**config.mk**
```make
export PLATFORM = sky130hd
export DESIGN_NAME = icsp_program_loader
export DESIGN_NICKNAME = d
export VERILOG_FILES = /design/src/rtl/icsp_program_loader.sv
export SDC_FILE = /design/constraint.sdc
export NUM_CORES = 1
export LEC_CHECK = 0
export BUFFER_PORTS_ARGS = -buffer_cell sky130_fd_sc_hd__buf_4
export CAP_MARGIN = 20
export CELL_PAD_IN_SITES_DETAIL_PLACEMENT = 2
export CELL_PAD_IN_SITES_GLOBAL_PLACEMENT = 2
export CORE_ASPECT_RATIO = 1.2
export CORE_MARGIN = 4
export CORE_UTILIZATION = 35
export DETAILED_ROUTE_END_ITERATION = 7
export PLACE_DENSITY_LB_ADDON = 0.1
export SLEW_MARGIN = 25
export SYNTH_ARGS = -nofsm -noshare
export SYNTH_HDL_FRONTEND = slang
export SYNTH_SLANG_ARGS = --single-unit
```
**constraint.sdc**
```tcl
create_clock -name master_clk -period 2.1 [get_ports master_clk]
set_input_delay 0.105 -clock master_clk [delete_from_list [all_inputs] [get_ports master_clk]]
set_output_delay 0.105 -clock master_clk [all_outputs]
set_load 0.005 [all_outputs]
```
**src/rtl/icsp_program_loader.sv**
```systemverilog
// icsp_program_loader: serial ICSP command decoder driving program-memory writes and read-back.
// Async programmer inputs are synchronized into master_clk; the core is held while prog_mode is set.
module icsp_program_loader #(
  parameter int ADDR_W    = 12,
  parameter int PROG_WAIT = 16
) (
  input  logic              master_clk,
  input  logic              reset_n,
  input  logic              prog_mode,
  input  logic              icsp_clk,
  input  logic              icsp_data_in,
  output logic              icsp_data_out,
  output logic              icsp_data_oe,
  output logic [ADDR_W-1:0] prog_addr,
  output logic [13:0]       prog_wdata,
  output logic              prog_we,
  input  logic [13:0]       prog_rdata,
  output logic              cpu_hold,
  output logic              busy
);
  localparam int WT_W = $clog2(PROG_WAIT + 1);
  typedef enum logic [2:0] {IDLE, CMD, LOAD, READ, PROGRAM} state_t;
  state_t            st_q, st_d;
  logic [1:0]        pm_q, ck_q, di_q;
  logic              ck_p_q;
  logic [4:0]        cnt_q, cnt_d;
  logic [15:0]       sh_q, sh_d, sh_n, frame;
  logic [ADDR_W-1:0] addr_q, addr_d;
  logic [13:0]       wd_q, wd_d, rd_q, rd_d;
  logic [WT_W-1:0]   wt_q, wt_d;
  logic              dout_q, dout_d, pm, rise, fall;
  assign pm    = pm_q[1];
  assign rise  = ck_q[1] & ~ck_p_q;
  assign fall  = ~ck_q[1] & ck_p_q;
  assign sh_n  = {di_q[1], sh_q[15:1]};
  assign frame = {1'b0, rd_q, 1'b0};
  assign icsp_data_out = dout_q;
  assign icsp_data_oe  = st_q == READ;
  assign prog_addr     = addr_q;
  assign prog_wdata    = wd_q;
  assign prog_we       = st_q == PROGRAM && wt_q == '0;
  assign busy          = st_q == PROGRAM;
  assign cpu_hold      = pm;
  always_ff @(posedge master_clk or negedge reset_n)
    if (!reset_n) begin
      pm_q   <= '0;
      ck_q   <= '0;
      di_q   <= '0;
      ck_p_q <= 1'b0;
      st_q   <= IDLE;
      cnt_q  <= '0;
      sh_q   <= '0;
      addr_q <= '0;
      wd_q   <= '0;
      rd_q   <= '0;
      wt_q   <= '0;
      dout_q <= 1'b0;
    end else begin
      pm_q   <= {pm_q[0], prog_mode};
      ck_q   <= {ck_q[0], icsp_clk};
      di_q   <= {di_q[0], icsp_data_in};
      ck_p_q <= ck_q[1];
      st_q   <= st_d;
      cnt_q  <= cnt_d;
      sh_q   <= sh_d;
      addr_q <= addr_d;
      wd_q   <= wd_d;
      rd_q   <= rd_d;
      wt_q   <= wt_d;
      dout_q <= dout_d;
    end
  // A dropped prog_mode is checked first so it outranks any same-cycle icsp_clk edge.
  always_comb begin
    st_d   = st_q;
    cnt_d  = cnt_q;
    sh_d   = sh_q;
    addr_d = addr_q;
    wd_d   = wd_q;
    rd_d   = rd_q;
    wt_d   = '0;
    dout_d = 1'b0;
    if (!pm) begin
      st_d   = IDLE;
      cnt_d  = '0;
      addr_d = '0;
    end else
      case (st_q)
        IDLE: st_d = CMD;
        CMD: if (fall) begin
          sh_d  = sh_n;
          cnt_d = cnt_q + 5'd1;
          if (cnt_q == 5'd5) begin
            cnt_d = '0;
            case (sh_n[15:10])
              6'h02: st_d = LOAD;
              6'h04: begin
                st_d = READ;
                rd_d = prog_rdata;
              end
              6'h06: addr_d = addr_q + 1'b1;
              6'h08: st_d = PROGRAM;
              default: ;
            endcase
          end
        end
        LOAD: if (fall) begin
          sh_d  = sh_n;
          cnt_d = cnt_q + 5'd1;
          if (cnt_q == 5'd15) begin
            wd_d  = sh_n[14:1];
            cnt_d = '0;
            st_d  = CMD;
          end
        end
        READ: begin
          dout_d = rise ? frame[cnt_q[3:0]] : dout_q;
          if (fall) begin
            cnt_d = cnt_q + 5'd1;
            if (cnt_q == 5'd15) begin
              cnt_d = '0;
              st_d  = CMD;
            end
          end
        end
        PROGRAM: begin
          wt_d = wt_q + 1'b1;
          if (wt_q == WT_W'(PROG_WAIT - 1)) begin
            wt_d = '0;
            st_d = CMD;
          end
        end
        default: st_d = IDLE;
      endcase
  end
endmodule

```
; After elaboration in Yosys (flattened, before gate mapping)
; Cells that the tools add are included.
[classes]
n_addsub = 3
order_cmp = 1
eq_ne = 23
n_mux = 27
bitwise_logic = 4
reduce_logical = 11
[ops]
columns = op, n
row1 = $mux 12, 5
row2 = $mux 5, 8
row3 = $mux 3, 6
row4 = $ne 3x2->1 const B, 5
row5 = $add 12x1->12 const B, 1
row6 = $eq 6x3->1 const B, 2
row7 = $pmux 3 s4, 1
row8 = $add 5x1->5 const B, 2
row9 = $eq 5x4->1 const B, 2
row10 = $pmux 5 s2, 1
row11 = $pmux 3 s3, 1
row12 = $ne 2x1->1 const B, 4
row13 = $reduce_and 4->1, 2
row14 = $eq 3x2->1 const B, 2
row15 = $eq 6x2->1 const B, 1
row16 = $eq 6x4->1 const B, 1
row17 = $ne 3x3->1 const B, 2
row18 = $reduce_and 3->1, 2
row19 = $reduce_and 6->1, 1
row20 = $eq 5x3->1 const B, 1
row21 = $logic_not 5->1, 1
row22 = $lt 4x5->1 const B, 1
row23 = $ne 5x3->1 const B, 1
row24 = $reduce_and 5->1, 1
row25 = other kinds (9), 15
[word_totals]
regBits = 77
inputBits = 19

; Logic depth before layout (Yosys ltp)
[logic_depth]
ltp_word = 6
depth_mapped = 9
ltp_nobuf = 8

; Least setup slack after synthesis
; Ideal clock, no wire load.
[synth_path]
kind = reg2reg
from = reg cnt_q[2]
to = reg wd_q[10] (netlist: prog_wdata[10])
setup_time_ns = 0.125
t_arrival_ns = 2.080
required_time_ns = 1.975
setup_slack_ns = -0.105
path_stages_with_launch = 10
path_buffers = 3
period_less_slack_ns = 2.205
path_cell_list = dfrtp_1 > clkbuf_1 > nand3_1 > inv_1 > ha_1 > inv_1 > or4_1 > buf_2 > buf_6 > mux2_4
[synth_between]
elab_chain_len = 2
[synth_lines]
columns = item, line
row1 = "start, declared", 26  ; logic [4:0] cnt_q, cnt_d;
row2 = "start signal, assigned", 64  ; cnt_q <= cnt_d;
row3 = $eq 5x4->1, 109  ; if (cnt_q == 5'd15) begin
row4 = $reduce_and 4->1 (no source line), --
row5 = "end signal, assigned", 67  ; wd_q <= wd_d;
row6 = "end, declared", 29  ; logic [13:0] wd_q, wd_d, rd_q, rd_d;
; Every way passes these cells.
; A chain may end at the register's enable or synchronous reset.

; Final worst setup path
[layout_path]
from = reg cnt_q[0]
to = reg wd_q[4] (netlist: prog_wdata[4])
; The elaborated chain is that of the path after synthesis.

==> impl_metrics.yaml <==
pwr:
  power.density_nw_per_um2: 820
  power_uw: 3690
  switching_share: 0.269
  cellLeakagePower_uw: 0.00213
  irDropWorstVdd_mv: 0.417
  netSwitchingPower_uw: 992
  power_frac_seq: 0.452
  power_frac_clock: 0.400
  comb_power_share: 0.148
  internal_power_uw: 2690
sta:
  hold_slack_ns: 0.00890
  final_max_slew_viol_count: 0
  hold_violations: 0
  period_needed_ns: 2.02
  layout_worst_path_cycle_share: 0.963
  skew_ns: 0.00637
  tightest_slew_ns: 0.579
  setup_viol: 0
  grt_setup_unrepaired: "false"
  max_slew_margin: 0.611
  layout_setup_ws_ns: 0.0772
  fmax_mhz: 494
worst_setup_path:
  critPathLaunchType: "flop"
  cp_max_fo: 14
  r2r_end: "prog_wdata[4]"
  crit_family: "simple AND/OR/NAND/NOR gates"
  cp_num_buf_inv: 3
  slowest_stage: "or4_4"
  endpoint_kind: "flop"
  worstRegToRegCells: 8
  crit_type: "reg2reg"
  cpPeakStageDelay_ns: 0.42
  cp.depth: 8
  cp_data_required_time_ns: 2.31
  cp-startpoint: "cnt_q[0]"
  cp.arrival_ns: 2.24
  path_cells: "ha_2, nand3_1, inv_1, ha_2, inv_1, or4_4, buf_12, mux2_4"
  critPathCapture: "prog_wdata[4]"
  reg2reg_from: "cnt_q[0]"
  r2r_setup_slack_ns: 0.08
synth:
  yosysSeqAreaShare: 0.535
  synth-main-ff-cell: "dfrtp_1"
  yosysTopAreaCell: "dfrtp_1"
  async_flop_share: 1.00
  avgSynthCellArea_um2: 12.4
  synth_edf_count: 0
  synth_fp_nets: 308
  netlist_top_cells_area: "dfrtp_1 (54%), mux2_2 (10%), mux2_4 (4.3%)"
  synthCells: 282
  synth-seq-cells: 75
  synth.top_cell.area_share: 0.535
  ys_types: 52
  syn_area_um2: 3510
  yosysWarnings: 0
floorplanning:
  coreArea_um2: 9660
  ios: 50
  fp.dieH_um: 118
  die_area_um2: 11700
  rows: 39
  initial_core_util: 0.363
  die_x_um: 99.4
clock_network:
  cts.sinks: 75
  cts_root_buf: "clkbuf_16"
  clk_pin_slew_worst_paths_ns: 0.06
  cts-buffers-inserted: 9
  clk_latency_ns: 0.33
  cts_tree: "built"
  clockBufferDepth: 2
  htreeDepth: 3
global_routing:
  grt_pass1_wl_um: 14300
  grt_max_degree: 52
  grt.total_usage: 0.151
  overflow: 0
  antenna_found_initial: 0
  first_global_vias: 2840
route:
  route.vias.total: 2476
  drt_iter0_drc: 58
  drt_first_pass_iters: 4
  viasPerCell: 5.15
  wl_per_cell_um: 16.8
  ant_nets: 0
  drc: 0
  routed_wl_um: 8100
finish:
  layout_commonest_cell: "dfrtp_1"
  final_cell_mix: "dfrtp_1 (75), buf_4 (65), mux2_2 (31)"
  drive_above_1_share: 0.372
  area_delta_synth_final_pct: 28.1
  nets: 381
  antenna_cells: 0
place:
  pre_cts_slack_ns: -0.00162
  dp_hpwl_um: 5830
  numPortBuffers: 49
  gp_congestion: 0.765
run_status:
  status: "complete, no violations"
hold_path:
  hold_path_class: "in2reg"
job:
  maxCapViolCount: 0
-- timing repair --
item | 4_1_cts | 5_1_grt
hold endpoints to repair | 31 | 0
setup buffers | 0 | 3
endpoints found under the setup margin | 2 | 19
resized for setup | 1 | 5
hold buffers | 8 | 0
pin swaps | 0 | 2
-- worst reg2reg max path: cells and delay by family (launching register included) --
family,cells,cell delay (ns)
muxes,1,0.30
and+or+nand+nor,2,0.53
adders and majority gates,2,0.40
buffers and inverters,3,0.32
DFF,1,0.37
-- metal layers --
metal  share of wire  track usage
met1            0.41        0.187
met2            0.53        0.257
met3           0.039       0.0338
met4           0.014       0.0538
met5               0            0
-- final cells by class --
class	instances	area (µm²)
fill	981	5170
clock inverter	5	56.3
sequential	75	1880
tap	123	154
clock buffer	9	225
inverter	8	30.0
multi-input combinational	185	1520
timing repair buffer	76	628
-- synth_stat cells (all sizes together) (4+ instances only) --
| cell type | n |
|---|---|
| clkbuf | 5 |
| xnor2 | 6 |
| and2 | 9 |
| mux2 | 42 |
| nand3 | 14 |
| buf | 9 |
| ha | 7 |
| o31ai | 4 |
| nor2 | 10 |
| or3 | 5 |
| mux2i | 6 |
| nand4 | 5 |
| dfrtp | 75 |
| inv | 8 |
| nor3 | 4 |
| nor2b | 5 |
| o21ai | 11 |
| nand2 | 14 |
| a21boi | 6 |
-- worst min-delay path by stage --
stage                        from       endpoint  cells past startpoint
CTS                 prog_rdata[0]        rd_q[0]                      2
finish              prog_rdata[0]        rd_q[0]                      2
detailed placement        reset_n  prog_addr[10]                      1
global placement          reset_n  prog_addr[10]                      1
global route        prog_rdata[3]        rd_q[3]                      2
floorplan                 reset_n         ck_p_q                      0
-- cells by family after synthesis --
group           after synthesis  share of synthesized area
buf+inv                      22                     0.0339
simple gates                 83                      0.143
fa+ha+maj                     7                     0.0250
flops                        75                      0.535
mux                          49                      0.169
compound gates               39                     0.0767
xor+xnor                      7                     0.0175
-- stage by stage --
| stage | TNS (ns) | instance area [µm²] | instances | util |
|---|---|---|---|---|
| floorplan | 0 | 3520 | 282 | - |
| global placement | 0 | 4090 | 456 | 0.423 |
| detailed placement | -0.00162 | 4090 | 456 | 0.423 |
| CTS | 0 | 4450 | 478 | 0.461 |
| global route | 0 | 4490 | 481 | 0.465 |
| finish | 0 | 4490 | 481 | 0.465 |
-- sequential cells by signal (all words and copies together), names as in the netlist --
register and cells:
ck_p_q 1, rd_q 14, ck_q 2, pm_q 2, wt_q 5, cnt_q 5, di_q 2, prog_wdata 14
sh_q 14, icsp_data_out 1, st_q 3, prog_addr 12
-- power groups by stage --
stage	clock (µW)	sequential, µW	combinational [µW]
5_1_grt	1610	1690	617
2_1_floorplan	0	1620	375
3_3_place_gp	0	1690	514
3_5_place_dp	0	1690	530
6_report	1480	1660	546
4_1_cts	1530	1670	552
Note: power is estimated with default switching activity, not from simulation.
